File: src/rtl/count_sequencer_pkg.sv
// Shared widths, state encodings and latched-configuration type for the count sequencer.
package count_sequencer_pkg;

   localparam int unsigned WIDTH   = 4;
   localparam int unsigned SWEEP_W = 8;

   // 3-bit state encodings, visible to the bench for state-aware checks
   typedef enum logic [2:0] {
      ST_IDLE  = 3'd0,
      ST_CLEAR = 3'd1,
      ST_PRIME = 3'd2,
      ST_UP    = 3'd3,
      ST_DOWN  = 3'd4,
      ST_FIN   = 3'd5
   } state_t;

   // Sweep configuration captured on an accepted start
   typedef struct packed {
      logic [WIDTH-1:0]   lo;
      logic [WIDTH-1:0]   hi;
      logic [SWEEP_W-1:0] n_sweeps;
   } cfg_t;

   // A sweep range is usable only when the lower bound does not exceed the upper
   function automatic logic cfg_valid(cfg_t c);
      return c.lo <= c.hi;
   endfunction

endpackage

File: src/rtl/count_sequencer_if.sv
// Host/counter-side signal bundle of the count sequencer.
interface count_sequencer_if;
   import count_sequencer_pkg::*;

   logic               start;
   logic               stop;
   logic [WIDTH-1:0]   lo;
   logic [WIDTH-1:0]   hi;
   logic [SWEEP_W-1:0] n_sweeps;
   logic [WIDTH-1:0]   count;
   logic               ctr_rst;
   logic               en;
   logic               dn;
   logic               busy;
   logic               done;
   logic               err;
   logic [SWEEP_W-1:0] sweep_idx;

   // Sequencer side
   modport slave (
      input  start, stop, lo, hi, n_sweeps, count,
      output ctr_rst, en, dn, busy, done, err, sweep_idx
   );

   // Host plus counter side
   modport master (
      output start, stop, lo, hi, n_sweeps, count,
      input  ctr_rst, en, dn, busy, done, err, sweep_idx
   );

endinterface

File: src/rtl/count_sequencer.sv
// Drives an external up/down counter through primed ping-pong sweeps between lo and hi.
module count_sequencer
   import count_sequencer_pkg::*;
(
   input  logic              clk,
   input  logic              rst,
   count_sequencer_if.slave  bus
);

   state_t             state;
   cfg_t               cfg;
   cfg_t               cfg_in;
   logic [SWEEP_W-1:0] sweep_next;
   logic               en_c;

   assign cfg_in     = '{lo: bus.lo, hi: bus.hi, n_sweeps: bus.n_sweeps};
   assign sweep_next = SWEEP_W'(bus.sweep_idx + 1'b1);

   // Counter enable straight from state and count so the counter lands exactly on its target
   always_comb begin
      en_c = 1'b0;
      case (state)
         ST_PRIME: en_c = (bus.count != cfg.lo);
         ST_UP:    en_c = (bus.count != cfg.hi);
         ST_DOWN:  en_c = (bus.count != cfg.lo);
         default:  en_c = 1'b0;
      endcase
      if (bus.stop) en_c = 1'b0;
   end

   assign bus.en = en_c;

   // Sweep FSM with registered control and status outputs
   always_ff @(posedge clk or negedge rst) begin
      if (!rst) begin
         state         <= ST_IDLE;
         cfg           <= '0;
         bus.ctr_rst   <= 1'b0;
         bus.dn        <= 1'b0;
         bus.busy      <= 1'b0;
         bus.done      <= 1'b0;
         bus.err       <= 1'b0;
         bus.sweep_idx <= '0;
      end else begin
         bus.ctr_rst <= 1'b0;
         bus.done    <= 1'b0;
         bus.err     <= 1'b0;
         if ((state != ST_IDLE) && bus.stop) begin
            // abort: back to idle, no done pulse, sweep_idx keeps its value
            state    <= ST_IDLE;
            bus.busy <= 1'b0;
            bus.dn   <= 1'b0;
         end else begin
            case (state)
               ST_IDLE: begin
                  if (bus.start) begin
                     if (!cfg_valid(cfg_in)) begin
                        bus.err <= 1'b1;
                     end else if (!bus.stop) begin
                        cfg           <= cfg_in;
                        bus.sweep_idx <= '0;
                        bus.ctr_rst   <= 1'b1;
                        bus.busy      <= 1'b1;
                        bus.dn        <= 1'b0;
                        state         <= ST_CLEAR;
                     end
                  end
               end
               ST_CLEAR: state <= ST_PRIME;
               ST_PRIME: begin
                  if (bus.count == cfg.lo) begin
                     if (cfg.n_sweeps == '0) begin
                        state    <= ST_FIN;
                        bus.done <= 1'b1;
                     end else begin
                        state <= ST_UP;
                     end
                  end
               end
               ST_UP: begin
                  if (bus.count == cfg.hi) begin
                     state  <= ST_DOWN;
                     bus.dn <= 1'b1;
                  end
               end
               ST_DOWN: begin
                  if (bus.count == cfg.lo) begin
                     bus.sweep_idx <= sweep_next;
                     bus.dn        <= 1'b0;
                     if (sweep_next == cfg.n_sweeps) begin
                        state    <= ST_FIN;
                        bus.done <= 1'b1;
                     end else begin
                        state <= ST_UP;
                     end
                  end
               end
               ST_FIN: begin
                  state    <= ST_IDLE;
                  bus.busy <= 1'b0;
               end
               default: begin
                  state    <= ST_IDLE;
                  bus.busy <= 1'b0;
                  bus.dn   <= 1'b0;
               end
            endcase
         end
      end
   end

endmodule
File: src/flat_wrapper.sv
// flat-port wrapper written by rule: the top's interface ports become plain ports
module count_sequencer_flat import count_sequencer_pkg::*;
  (clk, rst, bus_start, bus_stop, bus_lo, bus_hi, bus_n_sweeps, bus_count, bus_ctr_rst, bus_en, bus_dn, bus_busy, bus_done, bus_err, bus_sweep_idx);
  count_sequencer_if bus_i ();
  input  logic clk;
  input  logic rst;
  input wire logic [$bits(bus_i.start)-1:0] bus_start;
  input wire logic [$bits(bus_i.stop)-1:0] bus_stop;
  input wire logic [$bits(bus_i.lo)-1:0] bus_lo;
  input wire logic [$bits(bus_i.hi)-1:0] bus_hi;
  input wire logic [$bits(bus_i.n_sweeps)-1:0] bus_n_sweeps;
  input wire logic [$bits(bus_i.count)-1:0] bus_count;
  output wire logic [$bits(bus_i.ctr_rst)-1:0] bus_ctr_rst;
  output wire logic [$bits(bus_i.en)-1:0] bus_en;
  output wire logic [$bits(bus_i.dn)-1:0] bus_dn;
  output wire logic [$bits(bus_i.busy)-1:0] bus_busy;
  output wire logic [$bits(bus_i.done)-1:0] bus_done;
  output wire logic [$bits(bus_i.err)-1:0] bus_err;
  output wire logic [$bits(bus_i.sweep_idx)-1:0] bus_sweep_idx;
  assign bus_i.start = bus_start;
  assign bus_i.stop = bus_stop;
  assign bus_i.lo = bus_lo;
  assign bus_i.hi = bus_hi;
  assign bus_i.n_sweeps = bus_n_sweeps;
  assign bus_i.count = bus_count;
  assign bus_ctr_rst = bus_i.ctr_rst;
  assign bus_en = bus_i.en;
  assign bus_dn = bus_i.dn;
  assign bus_busy = bus_i.busy;
  assign bus_done = bus_i.done;
  assign bus_err = bus_i.err;
  assign bus_sweep_idx = bus_i.sweep_idx;
  count_sequencer u_core (.clk(clk), .rst(rst), .bus(bus_i));
endmodule
File: config.mk
export PLATFORM = sky130hd
export DESIGN_NAME = count_sequencer_flat
export DESIGN_NICKNAME = d
export VERILOG_FILES = /design/src/rtl/count_sequencer_pkg.sv /design/src/rtl/count_sequencer_if.sv /design/src/rtl/count_sequencer.sv /design/src/flat_wrapper.sv
export SDC_FILE = /design/constraint.sdc
export NUM_CORES = 1
export LEC_CHECK = 0
export ABC_AREA = 1
export CAP_MARGIN = 15
export CORE_ASPECT_RATIO = 1.5
export CORE_MARGIN = 5
export CORE_UTILIZATION = 42
export CTS_CLUSTER_SIZE = 24
export DETAILED_ROUTE_END_ITERATION = 7
export PLACE_DENSITY = 0.75
export SYNTH_ARGS = -nofsm -noshare
export SYNTH_HDL_FRONTEND = slang
export SYNTH_SLANG_ARGS = --single-unit
export TNS_END_PERCENT = 50
File: constraint.sdc
create_clock -name clk -period 2.4 [get_ports clk]
set_clock_uncertainty 0.1 [all_clocks]
set_input_delay 0.6 -clock clk [delete_from_list [all_inputs] [get_ports clk]]
set_output_delay 0.6 -clock clk [all_outputs]
set_load 0.1 [all_outputs]
======== Yosys cells after proc, flatten, opt, wreduce, memory -nomap -nowiden ========
Index checks and enable logic that the tools add are counted.
storage, ports and cells
  word-level logic and storage cells ...... 93
  bits of input ports ..................... 24
  output and inout port bits .............. 14
  register bits ........................... 32
operators by class
  bitwise operators ....................... 2
  muxes and demuxes ....................... 44
  add/sub/neg operators ................... 1
  equality and inequality tests ........... 22
  magnitude comparators ................... 1
  reduce and logical (&&, ||, !) cells .... 13
operators by type and width
  cell                                                                   count
  8-bit 2-to-1 mux                                                       4
  3-bit 2-to-1 mux                                                       9
  1-bit 2-to-1 mux                                                       25
  6-bit AND reduction                                                    3
  8-bit one-hot mux with 2 select lines                                  1
  3-bit one-hot mux with 5 select lines                                  1
  3-bit by 1-bit != test with 1-bit output, second input constant        4
  8-bit by 1-bit adder with 8-bit output, second input constant          1
  4-bit equality test                                                    2
  8-bit equality test                                                    1
  8-bit zero test                                                        1
  2-bit by 1-bit != test with 1-bit output, second input constant        4
  4-bit != test                                                          2
  3-bit by 2-bit equality test with 1-bit output, second input constant  2
  3-bit equality test, second input constant                             2
  3-bit by 2-bit != test with 1-bit output, second input constant        2
  1-bit one-hot mux with 2 select lines                                  3
  5-bit AND reduction                                                    1
  4-bit <= comparator                                                    1
  2-bit != test, second input constant                                   2
  1-bit one-hot mux with 4 select lines                                  1
  4-bit AND reduction                                                    1
  4-bit OR reduction                                                     1
  3-bit by 1-bit equality test with 1-bit output, second input constant  1
  7 further kinds                                                        8

======== Longest topological paths before layout ========
  depth in word-level cells ............... 6
  gate-level depth with buffers ........... 14

======== Worst setup path before layout ========
Ideal clock, no wire load.
  path type ............................... register -> register
  start ................................... register u_core.bus.sweep_idx[0]
  end ..................................... register u_core.state[1]
  setup time .............................. 0.116 ns
  period minus slack after synthesis ...... 2.491 ns
  path slack .............................. -0.091 ns
  stages on the path, launching flop included .. 13
  path buffers ............................ 0
  arrival time ............................ 2.275 ns
  data required time ...................... 2.184 ns
  cells stage by stage .................... dfrtp_1 ha_1 nand2_1 nor2_1 nand3_1 nand3_1 nand2_1 nor2_1 nand3_1 nand2_1 nand2_1 nand2_1 nand2_1
on the way
  longest elaborated chain between the ends .. 6
ends and longest elaborated chain
  element                                 line                      RTL
  start, declared                         count_sequencer_if.sv:22  output ctr_rst, en, dn, busy, done, err, sweep_idx
  start signal, assigned                  count_sequencer.sv:88     bus.sweep_idx <= sweep_next;
  8-bit by 1-bit adder with 8-bit output  count_sequencer.sv:17     assign sweep_next = SWEEP_W'(bus.sweep_idx + 1'b1);
  8-bit equality test                     count_sequencer.sv:90     if (sweep_next == cfg.n_sweeps) begin
  3-bit 2-to-1 mux                        count_sequencer.sv:90
  3-bit 2-to-1 mux                        count_sequencer.sv:87     if (bus.count == cfg.lo) begin
  3-bit one-hot mux with 5 select lines   count_sequencer.sv:54     case (state)
  3-bit 2-to-1 mux                        count_sequencer.sv:48     if ((state != ST_IDLE) && bus.stop) begin
  end signal, assigned                    count_sequencer.sv:50     state <= ST_IDLE;
  end signal, assigned                    count_sequencer.sv:91     state <= ST_FIN;
  end signal, assigned                    count_sequencer.sv:94     state <= ST_UP;
  end, declared                           count_sequencer.sv:10     state_t state;
No other way between the ends. The select of a mux whose other input is x is not followed.
A chain may end at the register's enable or synchronous reset.

======== Worst setup path after layout ========
  start ................................... input bus_stop
  end ..................................... output bus_en
on the way
  longest elaborated chain between the ends .. 1
ends and longest elaborated chain
  element           line                   RTL
  start, declared   flat_wrapper.sv:8      input wire logic [$bits(bus_i.stop)-1:0] bus_stop;
  1-bit 2-to-1 mux  count_sequencer.sv:28  if (bus.stop) en_c = 1'b0;
  end, declared     flat_wrapper.sv:14     output wire logic [$bits(bus_i.en)-1:0] bus_en;
No other way between the ends.

==> impl_metrics.ini <==
[timing]
holdWs_ns = 0.379
slew_headroom_pct = 72.0
hold_violations = 0
slew_violations = 0
tightestPinTransition_ns = 0.420
fmax_ghz = 0.428
period_needed_ns = 2.34
fin_crit_sh_pct = 97.4
setup_slack_ns = 0.0623
setup-violations-final = 0

[worst_setup_path]
critPathCaptureType = output port
crit_type = in2out
cp-start-kind = input port
critPathSlowestCell = clkdlybuf4s50_1
cp.required_ns = 1.70
crit_fanout = 5
cp_top_family = buffers and inverters
critPathMaxStageDelay_ns = 0.44
critPathBufInv = 4
cp_data_arrival_time_ns = 1.64
crit_path_cell_trace = clkdlybuf4s50_1, buf_4, inv_2, nand3_2, nand2_2, buf_12

[final_layout]
final_common_cell = nand2_1
nNetsFinal = 355
layout_common_cells = nand2_1 (70), buf_4 (37), inv_1 (34), dfrtp_1 (30), nand3_1 (21)
areaGrowthSynthToFinish_pct = 35.0
num_antenna_cells = 0
layout-drive-gt1-share_pct = 27.5
final_cells = 393

[synth]
yosysSeqAreaShare_pct = 39.4
syn_area_sq_mm = 0.00203
synthCells = 261
syn-num-nets = 290
yosys_warnings = 0
synth.avg_cell_area_sq_um = 7.79
ys_types = 32
ys_ff_latch = 32

[floorplan]
coreArea_sq_mm = 0.00477
ioPinCount = 38
row_count = 31
start_util_pct = 42.6
dieArea_sq_mm = 0.00636
die_w_microns = 66.8
dieHeight_microns = 95.2

[routing]
drt-pass1-iter-count = 4
totalWireLength_mm = 4.99
drt_iter0_drc = 103
avgViaCountPerCell = 4.96
remaining_drc_errors = 0
wl_per_cell_microns = 12.7
ant_nets = 0
vias = 1949

[grt]
grt_pass1_wl_mm = 8.31
first_global_vias = 1902
grt_max_degree = 33
antenna_found_initial = 0
grt_overflow = 0
grt_util_all_layers_pct = 17.3

[pwr]
p_sw_share_pct = 44.4
p_clk_share_pct = 20.2
vdd_drop_max_mv = 0.622
comb_power_share_pct = 50.4
seq_power_share_pct = 29.5
powerDensity_mw_per_mm2 = 1060
p_int_w = 0.00161
p_sw_w = 0.00129
leakagePower_nw = 1.38

[placed_design]
gp_congestion = 0.857
port_buffers = 37
hpwl_mm = 3.86
dp.cells = 382
dpl_worst_slack_ns = -0.254

[clocking]
htreeDepth = 2
clk_pin_slew_ns = 0.07
clk_latency_ns = 0.29
clkSinkCount = 32
cts_root_buf = clkbuf_8
clock_path_buffers = 2
cts_tree = done
numCtsBuffers = 5

[flow_run]
drv_cap = 0

[hold_path]
min_path_type = reg2reg

[run_status]
status = complete, no violations
cell families after synthesis:
| family | synth area share (%) |
|---|---|
| XOR/XNOR | 3.01 |
| buffers and inverters | 10.2 |
| AND/OR/NAND/NOR | 32.2 |
| flip-flops | 39.4 |
| adder cells (fa/ha/maj) | 3.08 |
| AO/OA/AOI/OAI | 12.1 |
Yosys cell counts, drive strengths merged:
cell	instances	area, sq um
buf	4	58.8
nand3b	1	7.51
nor2	17	73.8
nand4	9	71.3
o22ai	7	43.8
xnor2	4	35.0
xor2	3	26.3
nand3	24	130
o211ai	1	7.51
o21ai	20	156
and3	1	6.26
a21oi	5	25.0
nor3	2	10.0
dfrtp	32	801
inv	39	149
ha	5	62.6
a31oi	1	6.26
a211oi	1	7.51
nand2	85	357
final cells by class:
cell class	instances	area, sq um
multi-input combinational	186	1040
clock buffer	7	96.3
tap	66	82.6
clock inverter	1	30.0
timing repair buffer	62	543
sequential	32	803
fill	452	2020
inverter	39	149
power by group through the flow:
stage / Combinational, W / Clock, W / Sequential, W
6_report: 0.00146 / 0.000586 / 0.000854
5_1_grt: 0.00159 / 0.000619 / 0.000880
4_1_cts: 0.00147 / 0.000591 / 0.000851
3_5_place_dp: 0.00144 / 0 / 0.000859
3_3_place_gp: 0.00142 / 0 / 0.000855
2_1_floorplan: 0.000893 / 0 / 0.00105
per-stage QoR:
stage	power (W)	cell area (sq um)	utilization, %	TNS, ns
after global routing	0.00309	2750	57.6	-0.0112
after global placement	0.00227	2590	54.2	-3.26
after floorplan	0.00194	2040	-	0
after CTS	0.00291	2740	57.4	0
after detailed placement	0.00230	2590	54.2	-4.91
final	0.00290	2750	57.6	0
final timing paths:
kind | from | end | slack, ns | cells past startpoint
setup reg to reg | u_core.bus.sweep_idx[0]$_DFFE_PN0P_ | u_core.state[1]$_DFFE_PN0P_ | 0.42 | 12
max in group asynchronous | rst | u_core.bus.sweep_idx[0]$_DFFE_PN0P_ | 1.27 | 2
setup / recovery | bus_stop | bus_en | 0.06 | 6
hold / removal | u_core.bus.dn$_DFFE_PN0P_ | u_core.bus.dn$_DFFE_PN0P_ | 0.38 | 2
hold reg to reg | u_core.bus.dn$_DFFE_PN0P_ | u_core.bus.dn$_DFFE_PN0P_ | 0.38 | 2
min in group asynchronous | rst | u_core.bus.dn$_DFFE_PN0P_ | 0.60 | 2
layer usage:
metal / routed length [microns] / track usage (%) / up-vias / share of wire (%)
met3: 268 / 3.66 / 21 / 5.4
met1: 1850 / 17.3 / 895 / 37
met5: 0 / 0 / - / 0
met2: 2630 / 31.0 / 58 / 53
li1: - / - / 975 / -
met4: 238 / 12.2 / 0 / 4.8
worst reg2reg max path: stages (launching register included):
cell	delay (ns)
dfrtp_2	0.43
ha_1	0.22
nand2_1	0.10
nor2_1	0.26
nand2_1	0.08
nand2_1	0.13
xor2_1	0.08
nor2_1	0.16
nand3_1	0.11
nand2_1	0.07
nand2_1	0.05
nand2_1	0.05
nand2_1	0.04
timing repair:
action,CTS,global route
resized for setup,6,4
hold buffers,0,0
cloned,0,0
setup endpoints to repair,1,9
setup buffers,3,0
pin swaps,3,2
state kept, by name, indices dropped and copies added (netlist names):
register,count
u_core.cfg,16
u_core.bus.err,1
u_core.bus.dn,1
u_core.bus.busy,1
u_core.bus.ctr_rst,1
u_core.state,3
u_core.bus.done,1
u_core.bus.sweep_idx,8
Note: power is estimated with default switching activity, not from simulation.
